$ cat config.mk
export PLATFORM = sky130hd
export DESIGN_NAME = lut_chain_loader
export DESIGN_NICKNAME = d
export VERILOG_FILES = /design/src/rtl/lut_chain_loader.sv
export SDC_FILE = /design/constraint.sdc
export NUM_CORES = 1
export LEC_CHECK = 0
export BUFFER_PORTS_ARGS = -buffer_cell sky130_fd_sc_hd__buf_2
export CAP_MARGIN = 20
export CORE_MARGIN = 10
export CORE_UTILIZATION = 55
export DETAILED_ROUTE_END_ITERATION = 8
export PLACE_DENSITY_LB_ADDON = 0.12
export REMOVE_ABC_BUFFERS = 1
export SKIP_LAST_GASP = 1
export SLEW_MARGIN = 40
export SYNTH_ARGS = -nofsm -noshare
export SYNTH_HDL_FRONTEND = slang
export SYNTH_SLANG_ARGS = --single-unit
export TNS_END_PERCENT = 20
$ cat constraint.sdc
create_clock -name prog_clk -period 4.7 [get_ports prog_clk]
set_clock_uncertainty 0.1 [all_clocks]
set_input_delay 0.47 -clock prog_clk [delete_from_list [all_inputs] [get_ports prog_clk]]
set_output_delay 0.47 -clock prog_clk [all_outputs]
set_load 0.01 [all_outputs]
$ cat src/rtl/lut_chain_loader.sv
// Serial configuration loader for a daisy-chained LUT string, with a CRC read-back check.
// Latency: one accept cycle, then CHAIN_LEN load shifts (plus bubbles) and CHAIN_LEN verify shifts.
// Backpressure: in_ready only while the current word finishes and words remain; a late word stalls the chain.
module lut_chain_loader #(
    parameter int CHAIN_LEN = 256,
    parameter int WORD_W    = 8
) (
    input  logic              prog_clk,
    input  logic              prog_rst_n,
    input  logic              cfg_start,
    input  logic              cfg_abort,
    input  logic [WORD_W-1:0] in_data,
    input  logic              in_valid,
    output logic              in_ready,
    output logic              prog_en,
    output logic              prog_in,
    input  logic              prog_out,
    output logic              busy,
    output logic              done,
    output logic              error
);
    localparam int NWORDS = CHAIN_LEN / WORD_W;
    localparam int BCW    = $clog2(CHAIN_LEN + 1);
    localparam int WCW    = $clog2(NWORDS + 1);
    localparam int BIW    = (WORD_W > 1) ? $clog2(WORD_W) : 1;

    localparam logic [BCW-1:0] BIT_LAST  = BCW'(CHAIN_LEN - 1);
    localparam logic [BIW-1:0] BIDX_LAST = BIW'(WORD_W - 1);
    localparam logic [WCW-1:0] WORDS_ALL = WCW'(NWORDS);

    typedef enum logic [2:0] {
        S_IDLE   = 3'd0,
        S_LOAD   = 3'd1,
        S_VERIFY = 3'd2,
        S_DONE   = 3'd3,
        S_ERROR  = 3'd4
    } state_t;

    state_t            state_q, state_d;
    logic [WORD_W-1:0] word_q, word_d;
    logic              wv_q, wv_d;
    logic [BIW-1:0]    bidx_q, bidx_d;
    logic [WCW-1:0]    wcnt_q, wcnt_d;
    logic [BCW-1:0]    bcnt_q, bcnt_d;
    logic [15:0]       crc_exp_q, crc_exp_d;
    logic [15:0]       crc_obs_q, crc_obs_d;
    logic              accept;

    // CRC-16-CCITT (poly 0x1021), one bit per call, MSB-first.
    function automatic logic [15:0] crc_step(input logic [15:0] c, input logic b);
        logic fb;
        fb = c[15] ^ b;
        return {c[14:0], 1'b0} ^ (fb ? 16'h1021 : 16'h0000);
    endfunction

    // State and datapath registers; reset returns to IDLE so prog_en drops asynchronously.
    always_ff @(posedge prog_clk or negedge prog_rst_n) begin
        if (!prog_rst_n) begin
            state_q   <= S_IDLE;
            word_q    <= '0;
            wv_q      <= 1'b0;
            bidx_q    <= '0;
            wcnt_q    <= '0;
            bcnt_q    <= '0;
            crc_exp_q <= '0;
            crc_obs_q <= '0;
        end else begin
            state_q   <= state_d;
            word_q    <= word_d;
            wv_q      <= wv_d;
            bidx_q    <= bidx_d;
            wcnt_q    <= wcnt_d;
            bcnt_q    <= bcnt_d;
            crc_exp_q <= crc_exp_d;
            crc_obs_q <= crc_obs_d;
        end
    end

    // Next-state and outputs; chain outputs depend only on state/registers (and prog_out while recirculating).
    always_comb begin
        state_d   = state_q;
        word_d    = word_q;
        wv_d      = wv_q;
        bidx_d    = bidx_q;
        wcnt_d    = wcnt_q;
        bcnt_d    = bcnt_q;
        crc_exp_d = crc_exp_q;
        crc_obs_d = crc_obs_q;
        accept    = 1'b0;
        in_ready  = 1'b0;
        prog_en   = 1'b0;
        prog_in   = 1'b0;
        busy      = (state_q == S_LOAD) || (state_q == S_VERIFY);
        done      = (state_q == S_DONE);
        error     = (state_q == S_ERROR);

        case (state_q)
            S_IDLE, S_DONE, S_ERROR: begin
                if (cfg_start) begin
                    state_d   = S_LOAD;
                    wcnt_d    = WORDS_ALL;
                    bcnt_d    = '0;
                    bidx_d    = '0;
                    wv_d      = 1'b0;
                    crc_exp_d = 16'hFFFF;
                    crc_obs_d = 16'hFFFF;
                end
            end
            S_LOAD: begin
                in_ready = (!wv_q || bidx_q == BIDX_LAST) && (wcnt_q != '0);
                prog_en  = wv_q;
                prog_in  = word_q[BIDX_LAST - bidx_q];
                accept   = in_valid && in_ready;
                if (wv_q) begin
                    crc_exp_d = crc_step(crc_exp_q, prog_in);
                    bcnt_d    = bcnt_q + BCW'(1);
                    if (bidx_q == BIDX_LAST) begin
                        wv_d   = 1'b0;
                        bidx_d = '0;
                    end else begin
                        bidx_d = bidx_q + BIW'(1);
                    end
                end
                // A word arriving as the previous one ends keeps shifting gap-free.
                if (accept) begin
                    word_d = in_data;
                    wv_d   = 1'b1;
                    bidx_d = '0;
                    wcnt_d = wcnt_q - WCW'(1);
                end
                if (wv_q && bcnt_q == BIT_LAST) begin
                    state_d = S_VERIFY;
                    bcnt_d  = '0;
                    wv_d    = 1'b0;
                end
            end
            S_VERIFY: begin
                // Recirculate so the chain ends the pass holding what was loaded.
                prog_en   = 1'b1;
                prog_in   = prog_out;
                crc_obs_d = crc_step(crc_obs_q, prog_out);
                bcnt_d    = bcnt_q + BCW'(1);
                if (bcnt_q == BIT_LAST) begin
                    bcnt_d  = '0;
                    state_d = (crc_obs_d == crc_exp_q) ? S_DONE : S_ERROR;
                end
            end
            default: state_d = S_IDLE;
        endcase

        // Abort dominates everything, including a simultaneous start.
        if (cfg_abort) begin
            state_d = S_IDLE;
            wv_d    = 1'b0;
            bidx_d  = '0;
            bcnt_d  = '0;
            wcnt_d  = '0;
        end
    end
endmodule

# After elaboration in Yosys (flattened, before gate mapping)
# Index checks and enable logic that the tools add are counted.
dict set report totals {
  reg_bits 62
  in_bits 14
  out_inout_bits 6
  elab_cells 93
}
dict set report classes {
  addsub 4
  magnitude_cmp 1
  eq_ne 15
  muxes 40
  bitwise_logic 4
  n_reduce_logical 21
}
# op count
set op_table {}
lappend op_table {{16-bit one-hot mux with 2 select lines} 2}
lappend op_table {{9-bit 2-to-1 mux} 5}
lappend op_table {{16-bit 2-to-1 mux} 2}
lappend op_table {{16-bit by 13-bit XOR with 16-bit output} 2}
lappend op_table {{3-bit 2-to-1 mux} 10}
lappend op_table {{9-bit one-hot mux with 3 select lines} 1}
lappend op_table {{13-bit 2-to-1 mux} 2}
lappend op_table {{6-bit 2-to-1 mux} 3}
lappend op_table {{16-bit equality test} 1}
lappend op_table {{3-bit AND reduction} 5}
lappend op_table {{6-bit one-hot mux with 2 select lines} 1}
lappend op_table {{9-bit by 1-bit adder with 9-bit output (second input constant)} 1}
lappend op_table {{9-bit by 8-bit equality test with 1-bit output (second input constant)} 1}
lappend op_table {{3-bit by 2-bit inequality test with 1-bit output (second input constant)} 3}
lappend op_table {{3-bit one-hot mux with 3 select lines} 1}
lappend op_table {{1-bit 2-to-1 mux} 8}
lappend op_table {{4-bit by 3-bit inequality test with 1-bit output (second input constant)} 2}
lappend op_table {{3-bit by 2-bit equality test with 1-bit output (second input constant)} 2}
lappend op_table {{3-bit equality test (second input constant)} 2}
lappend op_table {{1-bit one-hot mux with 2 select lines} 3}
lappend op_table {{3-bit one-hot mux with 2 select lines} 1}
lappend op_table {{2-bit AND reduction} 3}
lappend op_table {{6-bit nonzero test} 1}
lappend op_table {{6-bit by 1-bit subtractor with 6-bit output (second input constant)} 1}
lappend op_table {{other kinds (16)} 22}

# Logic depth before layout (Yosys ltp)
dict set report logic_depth {
  ltp_word 8
  depth_mapped 7
}

# Worst setup path after synthesis
# No wires, ideal clock.
dict set report synth_timing {
  kind {register -> register}
  startpoint {reg bidx_q[1]}
  endpoint {reg wcnt_q[3]}
  setup_time_ps 77
  t_arrival_ps 1984
  required_ps 4523
  setup_slack_ps 2538
  stages_incl_launch_ff 8
  n_path_buf 0
  period_less_slack_ps 2162
  path_cell_list {dfrtp_1 > ha_1 > ha_1 > inv_1 > a221oi_1 > o22ai_2 > or4_1 > a21oi_1}
}
dict set report synth_via {
  elab_chain_len 6
}
# item line
set synth_lines {}
lappend synth_lines {{start: declaration} 42} ;# logic [BIW-1:0] bidx_q, bidx_d;
lappend synth_lines {{start signal: assignment} 71} ;# bidx_q <= bidx_d;
lappend synth_lines {{3-bit equality test} 110} ;# in_ready = (!wv_q || bidx_q == BIDX_LAST) && (wcnt_q != '0);
lappend synth_lines {{1-bit logical OR} 110}
lappend synth_lines {{1-bit logical AND} 110}
lappend synth_lines {{1-bit logical AND} 113} ;# accept = in_valid && in_ready;
lappend synth_lines {{3-bit by 2-bit inequality test with 1-bit output (no line)} --}
lappend synth_lines {{3-bit AND reduction (no line)} --}
lappend synth_lines {{end signal: assignment} 72} ;# wcnt_q <= wcnt_d;
lappend synth_lines {{end: declaration} 43} ;# logic [WCW-1:0] wcnt_q, wcnt_d;
# Every way passes these cells.
# A chain may end at the register's enable or synchronous reset.

# Final worst setup path
dict set report layout_timing {
  startpoint {reg state_q[1]}
  endpoint {out prog_en}
}
dict set report layout_via {
  elab_chain_len 2
  word_cells_on_any_way 3
}
# item line
set layout_lines {}
lappend layout_lines {{start: declaration} 39} ;# state_t state_q, state_d;
lappend layout_lines {{start signal: assignment} 68} ;# state_q <= state_d;
lappend layout_lines {{3-bit by 2-bit equality test with 1-bit output or 3-bit by 1-bit equality test with 1-bit output (tied branches)} 97} ;# case (state_q)
lappend layout_lines {{1-bit one-hot mux with 2 select lines (*)} 97}
lappend layout_lines {{end: declaration} 15} ;# output logic prog_en,
# Every way passes the cells marked *; elsewhere a longest branch is shown, timed or not.

==> results.toml <==
[grt]
globalRouteTotalUtil_pct = 15.44
first_global_vias = 2205
globalRouteOverflowTotal = 0
number_of_antenna_violations_at_the_first_check_in_global_routing = 0
pin_count_of_the_biggest_net_entering_global_routing = 39
first_pass_grt_wire_length_mm = 11.14

[synth]
post-synth-top-area-fraction_pct = 48.14
netlist.top_cell.by_area = "sky130_fd_sc_hd__dfrtp_1"
synth_top_flop_cell = "sky130_fd_sc_hd__dfrtp_1"
number_of_synthesized_flops_with_an_enable_pin = 0
netlist-cell-type-count = 61
synth_cells = 283
syn_area_per_cell_sq_um = 11.39
synth_seq_cells = 62
post_synth_instance_area_sq_um = 3223
yosys-top-cells-area = "sky130_fd_sc_hd__dfrtp_1 (48%), sky130_fd_sc_hd__o22a_1 (7.9%), sky130_fd_sc_hd__xnor2_1 (3.8%), sky130_fd_sc_hd__mux2_4 (3.7%), sky130_fd_sc_hd__a22o_1 (2.4%)"
synth-seq-area-share_pct = 48.14
yosys_warnings = 0
postSynth.asyncResetShare_pct = 100.0

[floorplan]
chipHeight_microns = 96.55
core_area_sq_um = 5608
design.portCount = 20
floorplan.rows = 27
design.die.area_sq_um = 9322
starting_utilization_of_the_core_area_pct = 57.47
die_width_microns = 96.55

[clocking]
root_buffer = "sky130_fd_sc_hd__clkbuf_8"
htreeDepth = 3
cts_resized = 0
worst_setup_hold_path_clk_slew_ps = 60
clk-insertion-delay-late_ps = 340
cts_inserted_buffers = 9
cts_hold_buffers = 0
ctsLongestPathBuffers = 2
post-cts-setup-buffer-count = 0
clock_sink_count = 62
tritoncts = "built"

[routing]
firstDrtPassIters = 4
postRouteAntennaNets = 0
post-route-drc-count = 0
dr.first_iter.drc_count = 138
route.vias.total = 2259
total_length_of_routed_wires_mm = 6.495
wl_per_cell_microns = 17.09
drt-vias-per-instance = 5.945

[timing]
worst_slew_margin_rel_pct = 56.55
finalCriticalPeriod_ps = 2601
totalNegativeSetupSlack_ps = 0
timing_hold_violations_final = 0
final_min_period_over_clock_period_pct = 55.34
maxClockFrequency_mhz = 384.5
worstMarginPinSlew_ps = 651.8
slew_violations = 0
rsz0062_at_grt = "no"
finalSetupViolCount = 0

[power_and_ir_drop]
power.ir.vdd_worst_uv = 320.5
power_leakage_nw = 1.444
power-per-cell-area_nw_per_um2 = 569.0

[placement]
io_buffers = 19
dpl.hpwl_mm = 4.761
finalWeightedCongestion = 0.7988

[min_path]
hold_path_class = "input pin to asynchronous set/reset pin"

[worst_setup_path]
worstSetupStartpointType = "register"
startpoint = "state_q[1]"
worst_ep_required_time_ps = 4130
timing.setup.critical_path_class = "register to primary output"
r2r-start = "bidx_q[1]"
crit_path_max_fanout = 15
timing.critical_path.arrival_ps = 2030
cp-end-kind = "primary output"

[finish]
post_route_cells_drive_above_1_share_pct = 18.18
areaGrowthSynthToFinish_pct = 11.18
num_antenna_cells = 0
finalCoreUtilization_pct = 63.90
num-nets-final = 321

[run_status]
run_status = "complete, no violations"

[run]
cap_violations = 0
registers in the layout (all words and copies together) (netlist names):
| register | flops |
|---|---|
| state_q | 3 |
| crc_exp_q | 16 |
| bidx_q | 3 |
| wv_q | 1 |
| word_q | 8 |
| crc_obs_q | 16 |
| wcnt_q | 6 |
| bcnt_q | 9 |
final timing paths:
kind                                 to  slack [ps]  cells after the start
min reg2reg                   wcnt_q[1]         390                      2
min in group prog_clk         word_q[4]         250                      2
min                        crc_exp_q[1]         0.3                      1
max reg2reg                   wcnt_q[3]        2300                      7
max                             prog_en        2100                      5
max in group asynchronous     bcnt_q[8]        3620                      2
report_power, final:
group,internal (mW),switching (mW)
sequential,0.630,0.114
combinational,0.351,0.432
clock,0.314,0.200
cell usage in the layout, fill, tap and decap left out, drive strengths merged, types with 2 or more instances in the layout:
| cell | n |
|---|---|
| a21oi | 9 |
| a221oi | 3 |
| a22o | 9 |
| a31oi | 4 |
| and3 | 2 |
| and3b | 2 |
| buf | 20 |
| bufinv | 2 |
| clkbuf | 13 |
| dfrtp | 62 |
| ha | 4 |
| inv | 8 |
| mux2 | 9 |
| mux2i | 2 |
| mux4 | 2 |
| nand2 | 11 |
| nand2b | 8 |
| nand3 | 3 |
| nand3b | 2 |
| nand4 | 6 |
| nor2 | 18 |
| nor2b | 4 |
| nor3 | 4 |
| nor4 | 2 |
| o21ai | 15 |
| o221ai | 2 |
| o22a | 29 |
| o22ai | 3 |
| o31ai | 3 |
| or2 | 2 |
| xnor2 | 14 |
| xor2 | 9 |
per-layer routing:
layer,up-vias,track usage [%],routed length (microns)
li1,1108,-,-
met1,1099,23.98,3519
met2,41,19.21,2598
met3,11,3.624,243
met4,0,7.264,133
met5,-,0,0
metrics by stage:
step           std cells  setup WS (ps)  power [mW]  hold slack (ps)  instance area, sq um
6_report             380           2099       2.039           0.2864                  3583
3_3_place_gp         364           2450       1.512            368.7                  3357
3_5_place_dp         364           2341       1.535            384.0                  3367
2_1_floorplan        272           2538       1.328            74.41                  3164
5_1_grt              380           1926       2.180            30.21                  3583
4_1_cts              380           2112       2.054            13.51                  3583
cell usage after synthesis (2+ instances only):
cell type                  instances
sky130_fd_sc_hd__dfrtp_1          62
sky130_fd_sc_hd__o22a_1           29
sky130_fd_sc_hd__nor2_1           17
sky130_fd_sc_hd__xnor2_1          14
sky130_fd_sc_hd__nand2_1          10
sky130_fd_sc_hd__a21oi_1           9
sky130_fd_sc_hd__a22o_1            9
sky130_fd_sc_hd__xor2_1            9
sky130_fd_sc_hd__inv_1             8
sky130_fd_sc_hd__mux2_4            8
sky130_fd_sc_hd__nand2b_1          8
sky130_fd_sc_hd__o21ai_1           8
sky130_fd_sc_hd__o21ai_0           7
sky130_fd_sc_hd__clkbuf_1          6
sky130_fd_sc_hd__nand4_1           6
sky130_fd_sc_hd__a31oi_1           4
sky130_fd_sc_hd__ha_1              4
sky130_fd_sc_hd__nor2b_1           4
sky130_fd_sc_hd__nor3_1            4
sky130_fd_sc_hd__nand3_1           3
sky130_fd_sc_hd__o31ai_1           3
sky130_fd_sc_hd__and3_1            2
sky130_fd_sc_hd__and3b_1           2
sky130_fd_sc_hd__buf_2             2
sky130_fd_sc_hd__buf_4             2
sky130_fd_sc_hd__mux2i_1           2
sky130_fd_sc_hd__mux4_2            2
sky130_fd_sc_hd__nand3b_1          2
sky130_fd_sc_hd__nor4_1            2
sky130_fd_sc_hd__o221ai_1          2
sky130_fd_sc_hd__o22ai_1           2
sky130_fd_sc_hd__or2_1             2
layout make-up:
cell class | instances | area [sq um]
multi-input combinational | 202 | 1593
timing repair buffer | 20 | 102.6
clock inverter | 3 | 67.56
clock buffer | 13 | 148.9
inverter | 8 | 30.03
sequential | 62 | 1551
tap | 72 | 90.09
fill | 466 | 2024
worst max-delay path, cell delays in order (launching register included):
cell and delay, ps:
sky130_fd_sc_hd__dfrtp_1 530, sky130_fd_sc_hd__nand2b_1 230, sky130_fd_sc_hd__nor2_1 240, sky130_fd_sc_hd__nand2_1 380
sky130_fd_sc_hd__nand2_1 170, sky130_fd_sc_hd__buf_2 140
cells by family (layout without fill, tap and decap cells):
family,count (synthesis),count (layout),synth area share [%]
AND/OR/NAND/NOR,73,73,13.35
AO/OA/AOI/OAI,89,89,21.86
multiplexers,13,13,6.095
buffers and inverters,19,44,2.756
flip-flops,62,62,48.14
XOR/XNOR,23,23,6.250
adder cells (fa/ha/maj),4,4,1.553
No activity file was read; power rests on OpenSTA's default activity.
